File: config.mk
export PLATFORM = sky130hd
export DESIGN_NAME = fan_mode_ctrl
export DESIGN_NICKNAME = d
export VERILOG_FILES = /design/src/rtl/fan_mode_ctrl.sv
export SDC_FILE = /design/constraint.sdc
export NUM_CORES = 1
export LEC_CHECK = 0
export BUFFER_PORTS_ARGS = -buffer_cell sky130_fd_sc_hd__buf_2
export CAP_MARGIN = 10
export CORE_MARGIN = 10
export CORE_UTILIZATION = 45
export CTS_CLUSTER_SIZE = 28
export DETAILED_ROUTE_END_ITERATION = 12
export GPL_TIMING_DRIVEN = 1
export HOLD_SLACK_MARGIN = 0.03
export PLACE_DENSITY = 0.64
export SYNTH_ARGS = -nofsm -noshare
export SYNTH_HDL_FRONTEND = slang
export SYNTH_SLANG_ARGS = --single-unit
export TNS_END_PERCENT = 30
File: constraint.sdc
create_clock -name i_clk -period 3.4 [get_ports i_clk]
set_input_delay 0.17 -clock i_clk [delete_from_list [all_inputs] [get_ports i_clk]]
set_output_delay 0.17 -clock i_clk [all_outputs]
set_load 0.01 [all_outputs]
File: src/rtl/fan_mode_ctrl.sv
// Fan mode and auto-off timer controller: turns button pulses into the fan on/off flag,
// the speed level for the PWM selector, and a seconds countdown that switches the fan off.
module fan_mode_ctrl #(
    parameter int unsigned TICK_DIV        = 100_000_000,
    parameter int unsigned TIMER_STEP      = 30,
    parameter int unsigned TIMER_MAX_STEPS = 3
) (
    input  logic       i_clk,
    input  logic       i_reset,
    input  logic       i_btn_speed,
    input  logic       i_btn_timer,
    input  logic       i_btn_off,
    output logic       o_FANOnOff,
    output logic [3:0] o_1000_value,
    output logic       o_timer_on,
    output logic [7:0] o_remain_sec
);

    localparam int unsigned PRESC_W = $clog2(TICK_DIV);
    localparam int unsigned STEP_W  = $clog2(TIMER_MAX_STEPS + 1);

    typedef enum logic {
        S_OFF = 1'b0,
        S_ON  = 1'b1
    } state_t;

    state_t             state;
    state_t             state_n;
    logic [STEP_W-1:0]  step;
    logic [STEP_W-1:0]  step_n;
    logic [PRESC_W-1:0] presc;
    logic [PRESC_W-1:0] presc_n;
    logic [3:0]         level_n;
    logic [7:0]         remain_n;
    logic               timer_on_n;
    logic               fan_on_n;

    logic tick_c;
    logic expire_c;
    logic force_off_c;

    // Any path that lands in S_OFF: off button, countdown expiry, or speed wrap from level 3.
    always_comb begin
        tick_c      = (presc == PRESC_W'(TICK_DIV - 1));
        expire_c    = tick_c && o_timer_on && (o_remain_sec == 8'd1);
        force_off_c = i_btn_off || expire_c ||
                      ((state == S_ON) && i_btn_speed && (o_1000_value == 4'd3));
    end

    // State register together with the registered datapath and outputs.
    always_ff @(posedge i_clk) begin
        if (i_reset) begin
            state        <= S_OFF;
            step         <= '0;
            presc        <= '0;
            o_FANOnOff   <= 1'b0;
            o_1000_value <= 4'd0;
            o_timer_on   <= 1'b0;
            o_remain_sec <= 8'd0;
        end else begin
            state        <= state_n;
            step         <= step_n;
            presc        <= presc_n;
            o_FANOnOff   <= fan_on_n;
            o_1000_value <= level_n;
            o_timer_on   <= timer_on_n;
            o_remain_sec <= remain_n;
        end
    end

    // Next-state logic.
    always_comb begin
        state_n = state;
        if (force_off_c) begin
            state_n = S_OFF;
        end else if (i_btn_speed && (state == S_OFF)) begin
            state_n = S_ON;
        end
    end

    // Output and datapath next values; a timer reload preempts the decrement on the same tick.
    always_comb begin
        level_n    = o_1000_value;
        step_n     = step;
        remain_n   = o_remain_sec;
        timer_on_n = o_timer_on;
        presc_n    = tick_c ? '0 : presc + PRESC_W'(1);

        if (force_off_c) begin
            level_n    = 4'd0;
            step_n     = '0;
            remain_n   = 8'd0;
            timer_on_n = 1'b0;
            presc_n    = '0;
        end else begin
            if (i_btn_speed) begin
                level_n = (state == S_OFF) ? 4'd1 : o_1000_value + 4'd1;
            end
            if (i_btn_timer && (state == S_ON)) begin
                step_n     = (step == STEP_W'(TIMER_MAX_STEPS)) ? '0 : step + STEP_W'(1);
                remain_n   = 8'(32'(step_n) * TIMER_STEP);
                timer_on_n = (step_n != '0);
                presc_n    = '0;
            end else if (tick_c && o_timer_on) begin
                remain_n = o_remain_sec - 8'd1;
            end
        end

        fan_on_n = (state_n == S_ON);
    end

endmodule
==> reports/results.ini <==
[timing]
fin_skew_ns=0.00927
grt_setup_unrepaired=no
drv_slew=0
fin_tns_setup_ns=0
worst_pin_slew_ns=0.939
finalSetupViolations=0
hold_ws_ns=0.220
period_share=0.861
setup_ws_ns=0.472
max_freq_mhz=342
max_slew_margin=0.369
finalCriticalPeriod_ns=2.93
hold_viol=0

[die]
placement_rows=24
start_util=0.468
core_sq_mm=0.00441
io_pins=19
die_area_sq_mm=0.00770
die_w_um=87.8
die_height_um=87.8

[synth]
ys_seq_area_frac=0.416
synth-async-reset-ratio=0
synthesis.instances=241
synth-edff-count=0
synth_seq_cells=43
synth_ff_type=dfxtp_1
syn_avg_cell_area_sq_um=8.58
synthesis.area_sq_mm=0.00207
yosys_warnings=0
yosys.cell_types.count=36
syn-num-nets=253

[pwr]
internal_power_mw=0.756
p_leak_nw=0.848
pwr-share-seq=0.539
p_sw_mw=0.195
combPwrFrac=0.034
ir_drop_mv=0.237
p_per_area_mw_per_mm2=410
p_sw_frac=0.205
p_clk_frac=0.427

[worst_setup_path]
worstSetupStartpointType=flop
worst-path-stages=6
crit_chain=or4b_1 > or4_1 > or3_1 > o41ai_4 > buf_4 > a211oi_1
worstSetupEndpointType=flop
reg2reg_depth=6
cp_data_arrival_time_ns=3.08
required_ns=3.55
crit_slowest_cell=or4_1
crit_type=flop to flop
critical-path-max-stage-delay_ns=0.64
cp_max_fo=9
cp_top_family=simple AND/OR/NAND/NOR gates
crit_buf_inv=1

[placed_design]
dp_slack_ns=0.459
io_buffers=18
gp_congestion=0.790
place_hpwl_mm=2.93
numPlacedInstances=305

[detailed_routing]
drc=0
drt_iter0_drc=85
wl_per_cell_um=12.8
wirelength_mm=4.01
dr.pass1.iters=4
num_vias=1678
viasPerCell=5.36
ant_nets=0

[clock_network]
cts_max_level=2
post_cts_buffers=0
cts_buffers=5
cts_num_sinks=43
clockBufferDepth=2
clkLatencyLatePin_ns=0.29
cts_root_buf=clkbuf_8
post_cts_resized=0
cts_tree=done
postCtsHoldBufs=0
cts.clk_slew.worst_paths_ns=0.08

[grt]
grt_util_met3=0.0325
antenna_found_initial=0
grt_pass1_wl_mm=7.11
gr-usage-met1=0.140
use_met2=0.179
grt.busiest_layer=met2
grt_max_degree=28
grt.total_usage=0.112
grt_remaining_overflow=0
grt_pass1_vias=1607

[hold_path]
worstHoldPathCells=3
hp-class=input pin to flop

[final_layout]
stdcell_count=313
syn2layout_area_growth_pct=12.3
layout.nets=272
drive_above_1_share=0.119
fillers=435
antenna_cells=0
layout_commonest_cell=dfxtp_1
layout_common_cells=dfxtp_1 (43), nor2_1 (41), nand3_1 (18), xor2_1 (18), buf_2 (18)
final_util=0.526

[job]
max_cap_violations=0

[outcome]
status=finished, final reports clean

## power by group through the flow
stage	Sequential [mW]	Clock, mW	Combinational, mW
after floorplan	0.523	0	0.0220
after global placement	0.524	0	0.0325
after detailed placement	0.524	0	0.0327
after CTS	0.512	0.418	0.0328
after global routing	0.513	0.444	0.0366
final	0.512	0.407	0.0323
## path summary, 6_finish.rpt
| path | startpoint | end | slack [ns] |
|---|---|---|---|
| max | presc[11] | o_remain_sec[3] | 0.47 |
| min | i_btn_speed | state | 0.22 |
| max reg2reg | presc[11] | o_remain_sec[3] | 0.47 |
| min reg2reg | presc[0] | presc[0] | 0.47 |
## cells by family after synthesis
kind of cell	Yosys count	share of synthesized area
compound gates	26	0.0908
buf+inv	18	0.0357
xor+xnor	30	0.127
fa+ha+maj	7	0.0424
simple gates	117	0.288
flops	43	0.416
## metal layers
| layer | wire length [um] | part of all wire |
|---|---|---|
| met5 | 0 | 0 |
| met3 | 220 | 0.055 |
| met1 | 1900 | 0.47 |
| met4 | 43 | 0.011 |
| met2 | 1850 | 0.46 |
## state kept, by name, summed over array words and instances, names as in the netlist
| signal | count |
|---|---|
| presc | 27 |
| o_timer_on | 1 |
| o_remain_sec | 8 |
| step | 2 |
| state | 1 |
| o_1000_value | 4 |
## worst register-to-register path: cells and delay by family (launching register included)
family,cells,cell delay [ns]
buf+inv,1,0.25
compound gates,2,0.52
simple gates,3,1.68
flops,1,0.36
## synth_stat cells, types with 5 or more instances
library cell,instances,share of area
a211oi_1,5,0.018
ha_1,7,0.042
or3_1,5,0.015
and3_1,8,0.024
nor2_1,41,0.074
inv_1,9,0.016
nand2_1,10,0.018
dfxtp_1,43,0.42
xnor2_1,12,0.051
o21ai_0,5,0.012
nand3_1,18,0.044
a21oi_1,7,0.017
nor3_1,7,0.017
xor2_1,18,0.076
nand4_1,8,0.024
clkbuf_1,6,0.011
## per-stage QoR
step	power, mW	cell area [sq um]
detailed placement	0.557	2200
finish	0.951	2320
floorplan	0.545	2070
CTS	0.964	2320
global placement	0.557	2200
global route	0.994	2320
## layout make-up
type	count	area [sq um]	share of cell area
clock buffer	6	82.6	0.0356
clock inverter	2	35.0	0.0151
inverter	9	33.8	0.0145
multi-input combinational	180	1130	0.488
sequential	43	861	0.371
tap	52	65.1	0.0280
timing repair buffer	21	113	0.0485
Power figures use the tool's default switching activity.
